## src/rtl/cpu_core.sv

```systemverilog
// cpu_core: 16-bit multi-cycle register CPU with 16 GPRs and a 6-bit PC.
// Fetches from a combinational ROM and drives a registered-read data RAM.
module cpu_core (
    input  logic        clk_main,
    input  logic        reset,
    input  logic [15:0] data_from_rom,
    output logic [5:0]  address_to_rom,
    output logic        enable_to_rom,
    input  logic [15:0] data_from_ram,
    output logic        write_enable_to_ram,
    output logic        read_enable_to_ram,
    output logic [5:0]  address_to_ram,
    output logic [15:0] data_to_ram,
    output logic        enable_ram_read
);

    typedef enum logic [2:0] {
        S_INIT,
        S_FETCH,
        S_EXEC,
        S_WB,
        S_HALT
    } state_e;

    localparam logic [3:0] OP_ADD   = 4'h0;
    localparam logic [3:0] OP_SUB   = 4'h1;
    localparam logic [3:0] OP_AND   = 4'h2;
    localparam logic [3:0] OP_OR    = 4'h3;
    localparam logic [3:0] OP_XOR   = 4'h4;
    localparam logic [3:0] OP_NOT   = 4'h5;
    localparam logic [3:0] OP_SHL   = 4'h6;
    localparam logic [3:0] OP_SHR   = 4'h7;
    localparam logic [3:0] OP_LDI   = 4'h8;
    localparam logic [3:0] OP_LOAD  = 4'h9;
    localparam logic [3:0] OP_STORE = 4'hA;
    localparam logic [3:0] OP_JMP   = 4'hB;
    localparam logic [3:0] OP_BEQZ  = 4'hC;
    localparam logic [3:0] OP_HALT  = 4'hF;

    state_e      state_q;
    logic [5:0]  pc_q;
    logic [15:0] ir_q;
    logic [15:0] rf_q [16];

    logic [3:0]  op, rd, rs, rt;
    logic [5:0]  addr6;
    logic [3:0]  f_op, f_rd;
    logic [5:0]  f_addr;
    logic [15:0] a, b, alu_d;
    logic [5:0]  pc_inc;
    logic        is_alu, is_load, is_halt, is_jump;

    assign op     = ir_q[15:12];
    assign rd     = ir_q[11:8];
    assign rs     = ir_q[7:4];
    assign rt     = ir_q[3:0];
    assign addr6  = ir_q[5:0];
    assign f_op   = data_from_rom[15:12];
    assign f_rd   = data_from_rom[11:8];
    assign f_addr = data_from_rom[5:0];

    assign a      = rf_q[rs];
    assign b      = rf_q[rt];
    assign pc_inc = pc_q + 6'd1;

    // PC is forced to 0 by reset, so this also reads 0 while in INIT
    assign address_to_rom = pc_q;

    assign is_alu  = (op <= OP_LDI);
    assign is_load = (op == OP_LOAD);
    assign is_halt = (op == OP_HALT);
    assign is_jump = (op == OP_JMP) ||
                     ((op == OP_BEQZ) && (rf_q[rd] == 16'h0000));

    always_comb begin
        alu_d = '0;
        unique case (op)
            OP_ADD:  alu_d = a + b;
            OP_SUB:  alu_d = a - b;
            OP_AND:  alu_d = a & b;
            OP_OR:   alu_d = a | b;
            OP_XOR:  alu_d = a ^ b;
            OP_NOT:  alu_d = ~a;
            OP_SHL:  alu_d = a << b[3:0];
            OP_SHR:  alu_d = a >> b[3:0];
            OP_LDI:  alu_d = {8'h00, ir_q[7:0]};
            default: alu_d = '0;
        endcase
    end

    // Outputs are registered: each state sets up the bus for the next one
    always_ff @(posedge clk_main) begin
        if (reset) begin
            state_q             <= S_INIT;
            pc_q                <= '0;
            ir_q                <= '0;
            for (int i = 0; i < 16; i++) rf_q[i] <= '0;
            enable_to_rom       <= 1'b0;
            write_enable_to_ram <= 1'b0;
            read_enable_to_ram  <= 1'b0;
            address_to_ram      <= '0;
            data_to_ram         <= '0;
            enable_ram_read     <= 1'b0;
        end else begin
            enable_to_rom       <= 1'b0;
            write_enable_to_ram <= 1'b0;
            read_enable_to_ram  <= 1'b0;
            address_to_ram      <= '0;
            data_to_ram         <= '0;
            enable_ram_read     <= 1'b0;
            unique case (state_q)
                S_INIT: begin
                    state_q       <= S_FETCH;
                    enable_to_rom <= 1'b1;
                end
                S_FETCH: begin
                    ir_q    <= data_from_rom;
                    state_q <= S_EXEC;
                    if (f_op == OP_STORE) begin
                        write_enable_to_ram <= 1'b1;
                        address_to_ram      <= f_addr;
                        data_to_ram         <= rf_q[f_rd];
                    end else if (f_op == OP_LOAD) begin
                        read_enable_to_ram <= 1'b1;
                        address_to_ram     <= f_addr;
                    end
                end
                S_EXEC: begin
                    unique case (1'b1)
                        is_load: begin
                            state_q         <= S_WB;
                            enable_ram_read <= 1'b1;
                            address_to_ram  <= addr6;
                        end
                        is_halt: begin
                            state_q <= S_HALT;
                        end
                        is_jump: begin
                            state_q       <= S_FETCH;
                            enable_to_rom <= 1'b1;
                            pc_q          <= addr6;
                        end
                        default: begin
                            state_q       <= S_FETCH;
                            enable_to_rom <= 1'b1;
                            pc_q          <= pc_inc;
                            if (is_alu) rf_q[rd] <= alu_d;
                        end
                    endcase
                end
                S_WB: begin
                    rf_q[rd]      <= data_from_ram;
                    pc_q          <= pc_inc;
                    state_q       <= S_FETCH;
                    enable_to_rom <= 1'b1;
                end
                S_HALT: begin
                    state_q <= S_HALT;
                end
                default: begin
                    state_q <= S_INIT;
                end
            endcase
        end
    end

endmodule

```

## config.mk

```make
export PLATFORM = sky130hd
export DESIGN_NAME = cpu_core
export DESIGN_NICKNAME = d
export VERILOG_FILES = /design/src/rtl/cpu_core.sv
export SDC_FILE = /design/constraint.sdc
export NUM_CORES = 1
export LEC_CHECK = 0
export CAP_MARGIN = 25
export CORE_ASPECT_RATIO = 1.2
export CORE_MARGIN = 1
export CORE_UTILIZATION = 40
export CTS_CLUSTER_DIAMETER = 30
export DETAILED_ROUTE_END_ITERATION = 7
export HOLD_SLACK_MARGIN = 0.12
export PLACE_DENSITY = 0.6
export SLEW_MARGIN = 25
export SYNTH_ARGS = -nofsm -noshare
export SYNTH_HDL_FRONTEND = slang
export SYNTH_SLANG_ARGS = --single-unit
```

## constraint.sdc

```tcl
create_clock -name clk_main -period 5.62 [get_ports clk_main]
set_input_delay 0.843 -clock clk_main [delete_from_list [all_inputs] [get_ports clk_main]]
set_output_delay 0.843 -clock clk_main [all_outputs]
set_load 0.02 [all_outputs]
```

* After elaboration in Yosys (flattened, before gate mapping)
Memories as Yosys holds them, arrays and structs flattened. A register that Yosys moved wholly into a read port is not among the register bits. Cells that the tools add are included.
Storage, ports and cells: input port bits 34, output and inout port bits 32, word-level logic and storage cells 91, bits in writable memories 256, bits in registers 35, memories kept 1
Operators by class: bitwise logic cells 8, muxes and demuxes 34, shift-type cells 2, reductions and logical operators 15, $add $sub $neg 3, order comparisons 1, eq/ne operators 19
Memory list:
- rf_q | depth 16, width 16, rd ports 4, clocked after Yosys merged registers in 4, wr ports 16, RTL line 43 | logic [15:0] rf_q [16];
Operator list (number):
- case mux 16 bit (9 select lines) | 1
- case mux 6 bit (2 select lines) | 3
- two-way mux 16 bit | 2
- equality test 4 bit, second input constant | 7
- two-way mux 4 bit | 7
- two-way mux 6 bit | 3
- adder 16 bit | 1
- bitwise AND 16 bit | 1
- equality test 4 x 3 -> 1 bit, second input constant | 4
- logical NOT 16 bit | 1
- NOT 16 bit | 1
- OR 16 bit | 1
- OR reduction 16 bit | 1
- << shifter 16 x 4 -> 16 bit | 1
- >> shifter 16 x 4 -> 16 bit | 1
- subtractor 16 bit | 1
- XOR 16 bit | 1
- two-way mux 1 bit | 15
- case mux 3 bit (4 select lines) | 1
- OR reduction 3 bit | 3
- equality test 4 x 2 -> 1 bit, second input constant | 2
- OR reduction 2 bit | 4
- adder 6 x 1 -> 6 bit, second input constant | 1
- equality test 3 x 2 -> 1 bit, second input constant | 2
- other kinds (15) | 17

* Depth between registers and ports, before layout
Gate-level depths: netlist of the first run.
depth in word-level cells 11, mapped depth 24, mapped depth without buffers 19

* Worst setup path after synthesis of the first run
No wires, ideal clock.
path type register -> register, from register (tool-made name), to memory rf_q[11][15], data pin, stages on the path, launching flop included 24, slack 0.669 ns, setup time 0.262 ns, path buffers 5, data required time 5.358 ns, arrival time 4.689 ns, period minus slack after synthesis 4.951 ns, path through dfxtp_1 buf_6 mux4_1 a22oi_1 and2_1 buf_4 buf_2 clkbuf_1 ha_1 a21oi_1 nor2_1 o21ai_0 xnor2_1 ha_1 a21o_1 a31oi_1 nand2_1 o21ai_0 o21ai_0 xnor2_1 xnor2_1 a31oi_4 buf_6 nor2_1
RTL lines (RTL line):
- to (decl) | 43

==> results of run 1 <==
[stage by stage]
| step | power [mW] | cell area, um2 | cells | utilization [%] | setup WS [ns] |
|---|---|---|---|---|---|
| after floorplan | 4.44 | 21600 | 1858 | - | 0.669 |
| after global placement | 5.39 | 23200 | 2576 | 43.8 | 0.191 |
| after detailed placement | 5.39 | 23200 | 2576 | 43.8 | 0.166 |
| after CTS | 9.76 | 25700 | 2708 | 48.6 | 0.151 |
| after global routing | 10.1 | 25700 | 2709 | 48.6 | 0.0404 |
| final | 9.83 | 25700 | 2709 | 48.6 | 0.200 |
[routing by layer]
layer	up-vias	global-route usage, %	part of all wire, %
li1	7436	-	-
met1	8982	36.7	36
met2	1227	51.4	49
met3	260	5.08	8.6
met4	2	19.3	6.6
met5	-	0	0.021
[sequential cells by signal (all words and copies together) (netlist names), named ones only]
signal	flops
rf_q	256
data_to_ram	16
ir_q	16
address_to_ram	6
address_to_rom	6
state_q	3
enable_ram_read	1
enable_to_rom	1
read_enable_to_ram	1
write_enable_to_ram	1
[how the worst min path moves through the flow]
stage | from | endpoint | slack, ns | cells after the start
floorplan | ir_q[6] | flip-flop | 0.45 | 2
global placement | ir_q[11] | flip-flop | 0.50 | 2
detailed placement | address_to_rom[5] | address_to_rom[5] | 0.51 | 2
CTS | ir_q[11] | flip-flop | 0.52 | 2
global route | address_to_rom[5] | address_to_rom[5] | 0.55 | 2
finish | ir_q[11] | flip-flop | 0.52 | 2
[power by group through the flow]
stage / combinational [mW] / sequential (mW) / clock [mW]
floorplan: 1.69 / 2.74 / 0
global placement: 2.55 / 2.83 / 0
detailed placement: 2.56 / 2.84 / 0
CTS: 2.58 / 2.79 / 4.39
global route: 2.79 / 2.81 / 4.49
finish: 2.66 / 2.80 / 4.37
[cell usage after synthesis, drive strengths merged, types with 3 or more instances]
| library cell | number | area share, % |
|---|---|---|
| nor2 | 348 | 6.1 |
| edfxtp | 256 | 36 |
| mux4 | 217 | 23 |
| nand2 | 142 | 2.5 |
| clkbuf | 74 | 1.3 |
| buf | 69 | 2.1 |
| mux2i | 64 | 3.0 |
| dfxtp | 63 | 5.8 |
| a21oi | 60 | 1.4 |
| nor4 | 52 | 1.6 |
| ha | 51 | 3.0 |
| o21ai | 50 | 1.2 |
| a22oi | 42 | 1.5 |
| inv | 39 | 0.68 |
| nor2b | 33 | 0.96 |
| nand2b | 28 | 0.81 |
| nor3 | 25 | 0.58 |
| nand3 | 24 | 0.56 |
| a221oi | 21 | 0.96 |
| xnor2 | 19 | 0.77 |
| a31oi | 17 | 0.56 |
| o211ai | 16 | 0.56 |
| a211oi | 13 | 0.45 |
| o22ai | 12 | 0.35 |
| and2 | 11 | 0.32 |
| o221ai | 11 | 0.45 |
| nand4 | 9 | 0.26 |
| nor4b | 9 | 0.36 |
| a32oi | 8 | 0.32 |
| or4 | 8 | 0.28 |
| xor2 | 7 | 0.28 |
| o21a | 6 | 0.21 |
| or3 | 5 | 0.14 |
| a21boi | 4 | 0.14 |
| a22o | 4 | 0.16 |
| a21o | 3 | 0.10 |
| and3 | 3 | 0.087 |
| nand4b | 3 | 0.12 |
| nor3b | 3 | 0.10 |
| o31ai | 3 | 0.17 |
| o41ai | 3 | 0.12 |
[layout make-up]
cell class,count,area (um2),share of cell area [%]
multi-input combinational,1356,11800,46.0
sequential,319,8960,34.8
clock buffer,80,1840,7.15
timing repair buffer,157,1390,5.40
tap,705,882,3.43
clock inverter,52,683,2.65
inverter,40,150,0.583
[cell families (layout without fill, tap and decap cells)]
| group | count (synthesis) | after routing | share of synthesized area, % |
|---|---|---|---|
| buffers and inverters | 183 | 329 | 4.13 |
| adders and majority gates | 52 | 52 | 3.05 |
| xor gates and xnor gates | 26 | 26 | 1.05 |
| muxes | 281 | 281 | 26.1 |
| DFF | 319 | 319 | 41.4 |
| and+or+nand+nor | 709 | 709 | 14.9 |
| AOI/OAI and AO/OA | 288 | 288 | 9.32 |
[what timing repair did]
item | in CTS | in global routing
gates resized for setup | 0 | 2
endpoints found under the setup margin | 0 | 29
setup buffers | 0 | 1
[worst max-delay path, stage by stage (launching register included)]
cell	delay [ns]
dfxtp_4	0.50
buf_4	0.22
mux4_2	0.53
a22oi_1	0.26
buf_4	0.16
and2_1	0.20
buf_4	0.16
inv_2	0.03
buf_4	0.23
ha_1	0.27
fa_1	0.47
nor2b_1	0.13
o21a_1	0.13
o21ai_0	0.15
a21oi_1	0.33
o21ai_0	0.28
a21oi_1	0.26
mux2i_1	0.27
a2bb2oi_2	0.17
buf_4	0.28
nor2_1	0.07
==> flow_metrics.py, run 1 <==
metrics = {
    "clock_tree": {
        "cts_sinks": 319,
        "cts_made_buffers": 71,
        "cts_tree": "yes",
        "clock-root-buffer": "clkbuf_16",
        "postCtsHoldBufs": 0,
        "cts_max_level": 3,
        "clockBufferDepth": 3,
        "insertion_delay_ns": 0.62,
        "path_clk_slew_ns": 0.05,
    },
    "floorplanning": {
        "std_cell_rows": 92,
        "dieHeight_um": 257,
        "die_x_um": 214,
        "coreArea_um2": 53000,
        "dieArea_um2": 54900,
        "initial_core_util_pct": 40.8,
        "io_pins": 66,
    },
    "sta": {
        "rsz0062_at_grt": "no",
        "period_needed_ns": 5.42,
        "relSlewSlack_pct": 28.4,
        "hold_viol": 0,
        "whs_ns": 0.524,
        "clock.fmax_ghz": 0.185,
        "post-route-period-util_pct": 96.4,
        "fin_skew_ns": 0.0287,
        "tightest_slew_ns": 1.07,
        "setup_viol": 0,
        "fin_setup_tns_ns": 0,
        "slew_violations": 0,
    },
    "cells_and_area": {
        "finalNetCount": 2031,
        "syn2layout_area_growth_pct": 19.2,
        "fillers": 4697,
        "drive_gt1_share_pct": 22.0,
        "final_common_cell": "nor2_1",
        "n_antenna_cell": 0,
        "most-common-layout-cells": "345 x nor2_1, 256 x edfxtp_1, 191 x mux4_2",
    },
    "critical_path": {
        "endpoint": "rf_q[2][14]",
        "path_class": "flip-flop to flip-flop",
        "critPathLaunchType": "flip-flop",
        "required_ns": 5.93,
        "endpoint_kind": "flip-flop",
        "crit_fanout": 22,
        "r2r_setup_slack_ns": 0.20,
        "critPathArrivalTime_ns": 5.73,
        "timing.rr.end": "rf_q[2][14]",
        "ff2ff_path_depth": 20,
    },
    "power_and_ir_drop": {
        "peakVddDrop_mv": 0.216,
        "power_switching_mw": 3.34,
        "p_leak_nw": 9.07,
        "comb_power_share_pct": 27.0,
        "clkPwrFrac_pct": 44.5,
        "powerDensity_nw_per_um2": 382,
        "swShare_pct": 33.9,
        "intPower_mw": 6.49,
        "seq_power_share_pct": 28.5,
    },
    "yosys": {
        "syn_area_um2": 21600,
        "ys_types": 77,
        "synth_seq_cells": 319,
        "ys_warn_count": 0,
        "netlist_instances": 1858,
        "syn-num-nets": 1944,
        "async_flop_share_pct": 0,
        "yosysSeqAreaShare_pct": 41.4,
        "synthFlopType": "edfxtp_1",
        "avgSynthCellArea_um2": 11.6,
        "synth_edf_count": 256,
    },
    "route": {
        "drc": 0,
        "dr.first_iter.drc_count": 2062,
        "viasPerCell": 6.61,
        "vias": 17900,
        "wirelength_mm": 85.1,
        "final_antenna_net_count": 0,
        "wl_per_cell_um": 31.4,
        "drtPass1Iterations": 5,
    },
    "grt": {
        "grt-ovfl-total": 0,
        "grt_antenna_before_repair": 1,
        "grt_pass1_wl_mm": 123,
        "grt_max_degree": 48,
        "grt_pass1_vias": 17700,
        "grt_usage_pct": 30.6,
    },
    "place": {
        "place.gp.congestion": 0.985,
        "io_buffers": 65,
        "dp_hpwl_mm": 63.5,
    },
    "job": {
        "cap_viol_max_count": 0,
    },
    "outcome": {
        "outcome": "complete, no violations",
    },
    "worst_hold_path": {
        "min_path_type": "flip-flop to flip-flop",
    },
}
No activity file was read; power rests on OpenSTA's default activity.
==> run 2: changes to the inputs <==
==> constraint.sdc (replaced) <==
create_clock -name clk_main -period 6.9 [get_ports clk_main]
set_input_delay 1.035 -clock clk_main [delete_from_list [all_inputs] [get_ports clk_main]]
set_output_delay 1.035 -clock clk_main [all_outputs]
set_load 0.02 [all_outputs]
==> run 2 against run 1 <==
Critical path depth is 1 lower. Maximum frequency down 12%. Clock skew up 0.043 ns. Clock power fell by 30%. Non-clock buffer count fell by 47. Hold slack lost 0.0033 ns. Die area unchanged.
==> flow_metrics.py, run 2 (synthesis results as in run 1) <==
metrics = {
    "floorplanning": {
        "dieArea_um2": 54900,
        "coreArea_um2": 53000,
        "dieHeight_um": 257,
        "die_x_um": 214,
        "initial_core_util_pct": 40.8,
        "io_pins": 66,
        "std_cell_rows": 92,
    },
    "critical_path": {
        "required_ns": 7.18,
        "crit_buf_inv": 1,
        "critPathArrivalTime_ns": 6.41,
        "crit_chain": "mux4_1, o22ai_1, a21o_1, clkinv_1, nor4_4, a21oi_1, nor2_1, o21ai_0, xnor2_1, ha_1, a21o_1, a31oi_1, nand2_1, o21ai_0, o21ai_0, xnor2_1, xnor2_1, a31oi_4, nor2_1",
        "critPathLaunchType": "flip-flop",
        "endpoint_kind": "flip-flop",
        "cpPeakStageDelay_ns": 0.66,
        "crit_family": "compound AO/OA/AOI/OAI gates",
        "crit_fanout": 19,
        "path_class": "flip-flop to flip-flop",
        "cp_slowest_cell": "mux4_1",
    },
    "sta": {
        "hold_viol": 0,
        "fin_skew_ns": 0.0718,
        "fin_setup_tns_ns": 0,
        "period_needed_ns": 6.13,
        "relSlewSlack_pct": 27.7,
        "setup_viol": 0,
        "setup_ws_ns": 0.774,
        "post-route-period-util_pct": 88.8,
        "rsz0062_at_grt": "no",
        "tightest_slew_ns": 1.08,
        "clock.fmax_ghz": 0.163,
        "slew_violations": 0,
    },
    "clock_tree": {
        "cts_made_buffers": 61,
        "postCtsHoldBufs": 0,
        "insertion_delay_ns": 0.63,
        "clockBufferDepth": 3,
        "path_clk_slew_ns": 0.06,
        "cts_sinks": 319,
        "postCtsSetupBuffers": 0,
        "clock-root-buffer": "clkbuf_16",
        "postCtsResizedCells": 0,
        "cts_tree": "yes",
        "cts_max_level": 2,
    },
    "outcome": {
        "outcome": "complete, no violations",
    },
    "cells_and_area": {
        "most-common-layout-cells": "346 x nor2_1, 256 x edfxtp_1, 191 x mux4_2",
        "final_common_cell": "nor2_1",
        "syn2layout_area_growth_pct": 15.5,
        "drive_gt1_share_pct": 19.6,
        "finalNetCount": 1974,
        "top_register": "rf_q",
        "largest_reg_flops": 256,
        "reg_top3": "rf_q: 256 flops, data_to_ram: 16 flops, ir_q: 16 flops",
        "n_antenna_cell": 0,
        "fillers": 4819,
    },
    "route": {
        "drtPass1Iterations": 8,
        "viasPerCell": 6.65,
        "vias": 17600,
        "wirelength_mm": 81.9,
        "drc": 0,
        "wl_per_cell_um": 30.9,
        "final_antenna_net_count": 0,
        "dr.first_iter.drc_count": 1969,
    },
    "place": {
        "io_buffers": 65,
        "place.gp.congestion": 0.986,
        "dp_hpwl_mm": 61.1,
        "place_ws_ns": 0.916,
    },
    "power_and_ir_drop": {
        "powerDensity_nw_per_um2": 296,
        "peakVddDrop_mv": 0.194,
        "p_leak_nw": 8.67,
        "finalPower_mw": 7.38,
    },
    "grt": {
        "grt_pass1_wl_mm": 119,
        "grt_pass1_vias": 17100,
        "grt_max_degree": 66,
        "grt_usage_pct": 29.4,
        "grt-ovfl-total": 0,
        "grt_antenna_before_repair": 1,
    },
    "worst_hold_path": {
        "min_path_type": "flip-flop to flip-flop",
    },
    "job": {
        "cap_viol_max_count": 0,
    },
}
run 2: tightest hold or removal path, stage by stage (launching register included):
cell     delay, ns
dfxtp_1       0.33
nand2_1       0.06
a31oi_1       0.07
run 2: path summary, 6_finish.rpt:
check               startpoint                end  slack, ns  cells past startpoint
max                  flip-flop        rf_q[1][15]       0.77                     19
min          address_to_rom[5]  address_to_rom[5]       0.52                      2
max reg2reg          flip-flop        rf_q[1][15]       0.77                     19
min reg2reg  address_to_rom[5]  address_to_rom[5]       0.52                      2
run 2: per-layer routing:
| layer | wire length (um) | vias to the layer above | GRT usage, % |
|---|---|---|---|
| li1 | - | 7322 | - |
| met1 | 29500 | 8896 | 35.7 |
| met2 | 40600 | 1145 | 50.2 |
| met3 | 6590 | 229 | 3.82 |
| met4 | 5190 | 2 | 16.7 |
| met5 | 15 | - | 0 |
run 2: metrics by stage:
stage | instance area, um2 | hold WS, ns | utilization, % | cells
2_1_floorplan | 21600 | 0.450 | - | 1858
3_3_place_gp | 22800 | 0.502 | 43.0 | 2528
3_5_place_dp | 22800 | 0.512 | 43.0 | 2529
4_1_cts | 24900 | 0.526 | 47.1 | 2645
5_1_grt | 24900 | 0.539 | 47.1 | 2646
6_report | 24900 | 0.521 | 47.1 | 2646
run 2: final cells by class:
class | instances | area, um2 | share of cell area [%]
multi-input cells | 1356 | 11800 | 47.4
flip-flops and latches | 319 | 8960 | 35.9
clock buffers | 71 | 1630 | 6.51
repair buffers | 110 | 983 | 3.94
well taps | 705 | 882 | 3.54
clock inverters | 45 | 531 | 2.13
inverters | 40 | 150 | 0.602
run 2: power breakdown:
| group | internal [mW] | switching (mW) |
|---|---|---|
| sequential | 2.15 | 0.130 |
| clock | 1.90 | 1.16 |
| combinational | 0.692 | 1.35 |
==> run 3: changes to the inputs <==
--- a/config.mk
+++ b/config.mk
@@ -8,11 +8,11 @@
 export CAP_MARGIN = 25
 export CORE_ASPECT_RATIO = 1.2
 export CORE_MARGIN = 1
-export CORE_UTILIZATION = 40
+export CORE_UTILIZATION = 35
 export CTS_CLUSTER_DIAMETER = 30
 export DETAILED_ROUTE_END_ITERATION = 7
 export HOLD_SLACK_MARGIN = 0.12
-export PLACE_DENSITY = 0.6
+export PLACE_DENSITY = 0.54
 export SLEW_MARGIN = 25
 export SYNTH_ARGS = -nofsm -noshare
 export SYNTH_HDL_FRONTEND = slang
==> run 3 against run 2 <==
Maximum frequency down 2.4%. Critical path depth unchanged. Critical endpoint is now rf_q[3][15]. Global-route usage fell by 2.2 points. Largest power group unchanged. Via count increased by 0.59%. Power increased by 5.4%.
==> flow_metrics.py, run 3 (synthesis results as in run 1) <==
metrics = {
    "sta": {
        "relSlewSlack_pct": 24.6,
        "fin_skew_ns": 0.0396,
        "post-route-period-util_pct": 90.9,
        "setup_viol": 0,
        "fin_setup_tns_ns": 0,
        "rsz0062_at_grt": "no",
        "tightest_slew_ns": 1.13,
        "hold_viol": 0,
        "period_needed_ns": 6.27,
        "clock.fmax_ghz": 0.159,
        "slew_violations": 0,
    },
    "place": {
        "dp_cells": 2634,
        "dp_hpwl_mm": 63.7,
        "io_buffers": 65,
        "place.gp.congestion": 1.01,
    },
    "cells_and_area": {
        "drive_gt1_share_pct": 19.8,
        "stdcell_count": 2759,
        "finalNetCount": 1983,
        "reg_top3": "rf_q: 256 flops, data_to_ram: 16 flops, ir_q: 16 flops",
        "most-common-layout-cells": "346 x nor2_1, 256 x edfxtp_1, 191 x mux4_2",
        "syn2layout_area_growth_pct": 17.3,
        "n_antenna_cell": 0,
        "top_register": "rf_q",
        "largest_reg_flops": 256,
        "fillers": 5717,
        "final_common_cell": "nor2_1",
    },
    "critical_path": {
        "crit_fanout": 29,
        "critPathArrivalTime_ns": 6.58,
        "endpoint_kind": "flip-flop",
        "required_ns": 7.21,
        "path_class": "flip-flop to flip-flop",
        "r2r_setup_slack_ns": 0.63,
        "critPathLaunchType": "flip-flop",
    },
    "floorplanning": {
        "initial_core_util_pct": 35.4,
        "std_cell_rows": 99,
        "dieHeight_um": 274,
        "dieArea_um2": 62700,
        "die_x_um": 229,
        "io_pins": 66,
        "coreArea_um2": 60900,
    },
    "outcome": {
        "outcome": "complete, no violations",
    },
    "grt": {
        "grt_antenna_before_repair": 0,
        "grt-ovfl-total": 0,
        "grt_max_degree": 49,
        "grt_pass1_wl_mm": 124,
        "grt_usage_pct": 27.2,
        "grt_pass1_vias": 17300,
    },
    "route": {
        "wirelength_mm": 86.3,
        "vias": 17700,
        "final_antenna_net_count": 0,
        "drtPass1Iterations": 6,
        "dr.first_iter.drc_count": 2260,
        "wl_per_cell_um": 31.3,
        "viasPerCell": 6.41,
        "drc": 0,
    },
    "clock_tree": {
        "postCtsResizedCells": 0,
        "cts_made_buffers": 69,
        "clockBufferDepth": 3,
        "cts_max_level": 3,
        "path_clk_slew_ns": 0.05,
        "insertion_delay_ns": 0.62,
        "postCtsSetupBuffers": 0,
        "cts_sinks": 319,
        "clock-root-buffer": "clkbuf_16",
        "postCtsHoldBufs": 0,
        "cts_tree": "yes",
    },
    "power_and_ir_drop": {
        "p_leak_nw": 8.80,
        "powerDensity_nw_per_um2": 307,
        "peakVddDrop_mv": 0.154,
    },
    "worst_hold_path": {
        "min_path_type": "flip-flop to flip-flop",
    },
    "job": {
        "cap_viol_max_count": 0,
    },
}
## run 3: cell count changes in the layout (fill, tap and decap cells not counted), sizes merged
cell | before | now
buf | 48 | 49
bufinv | 4 | 7
clkbuf | 71 | 85
clkinv | 17 | 26
clkinvlp | 4 | 2
inv | 60 | 45
## run 3: layer usage
layer	wire length [um]	up-vias	track usage, %	part of all wire (%)
li1	-	7337	-	-
met2	43000	1017	47.0	50
met5	0	-	0	0
met3	6170	212	3.88	7.1
met4	4740	0	14.9	5.5
met1	32500	9131	32.7	38
## run 3: path summary, 6_finish.rpt
check | from | to | cells past startpoint
max | flip-flop | rf_q[3][15] | 19
min | ir_q[6] | flip-flop | 2
max reg2reg | flip-flop | rf_q[3][15] | 19
min reg2reg | ir_q[6] | flip-flop | 2
## run 3: power breakdown
group          switching [mW]  leakage (nW)  internal (mW)
clock                    1.19          1.18           2.23
combinational            1.38          4.47          0.693
sequential              0.136          3.16           2.16
total                    2.70          8.80           5.08
## run 3: worst max-delay path, stage by stage, from the launching register on
cell and delay, ns:
dfxtp_4 0.71, mux4_1 0.62, o22ai_1 0.23, a21o_1 0.42
clkinv_1 0.37, nor4_4 0.43, a21oi_1 0.22, nor2_1 0.32
o21ai_0 0.18, xnor2_1 0.16, ha_1 0.38, a21o_1 0.20
a31oi_1 0.17, nand2_1 0.07, o21ai_0 0.27, o21ai_0 0.19
xnor2_1 0.17, xnor2_1 0.16, a31oi_4 0.54, nor2_1 0.12
## run 3: area by class of cell
| cell class | instances | area, um2 | area share (%) |
|---|---|---|---|
| Multi-Input combinational cell | 1356 | 11800 | 46.7 |
| Sequential cell | 319 | 8960 | 35.4 |
| Clock buffer | 85 | 1880 | 7.42 |
| Tap cell | 808 | 1010 | 3.99 |
| Timing Repair Buffer | 111 | 978 | 3.86 |
| Clock inverter | 40 | 534 | 2.11 |
| Inverter | 40 | 150 | 0.593 |
## run 3: per-stage QoR
| stage | power, mW | util (%) | hold slack (ns) | setup WS [ns] | instance area, um2 |
|---|---|---|---|---|---|
| floorplan | 3.61 | - | 0.450 | 1.95 | 21600 |
| global placement | 4.34 | 37.6 | 0.473 | 0.912 | 22900 |
| detailed placement | 4.34 | 37.6 | 0.471 | 0.742 | 22900 |
| CTS | 7.75 | 41.6 | 0.476 | 0.713 | 25300 |
| global route | 8.01 | 41.6 | 0.510 | 0.288 | 25300 |
| finish | 7.78 | 41.6 | 0.475 | 0.626 | 25300 |
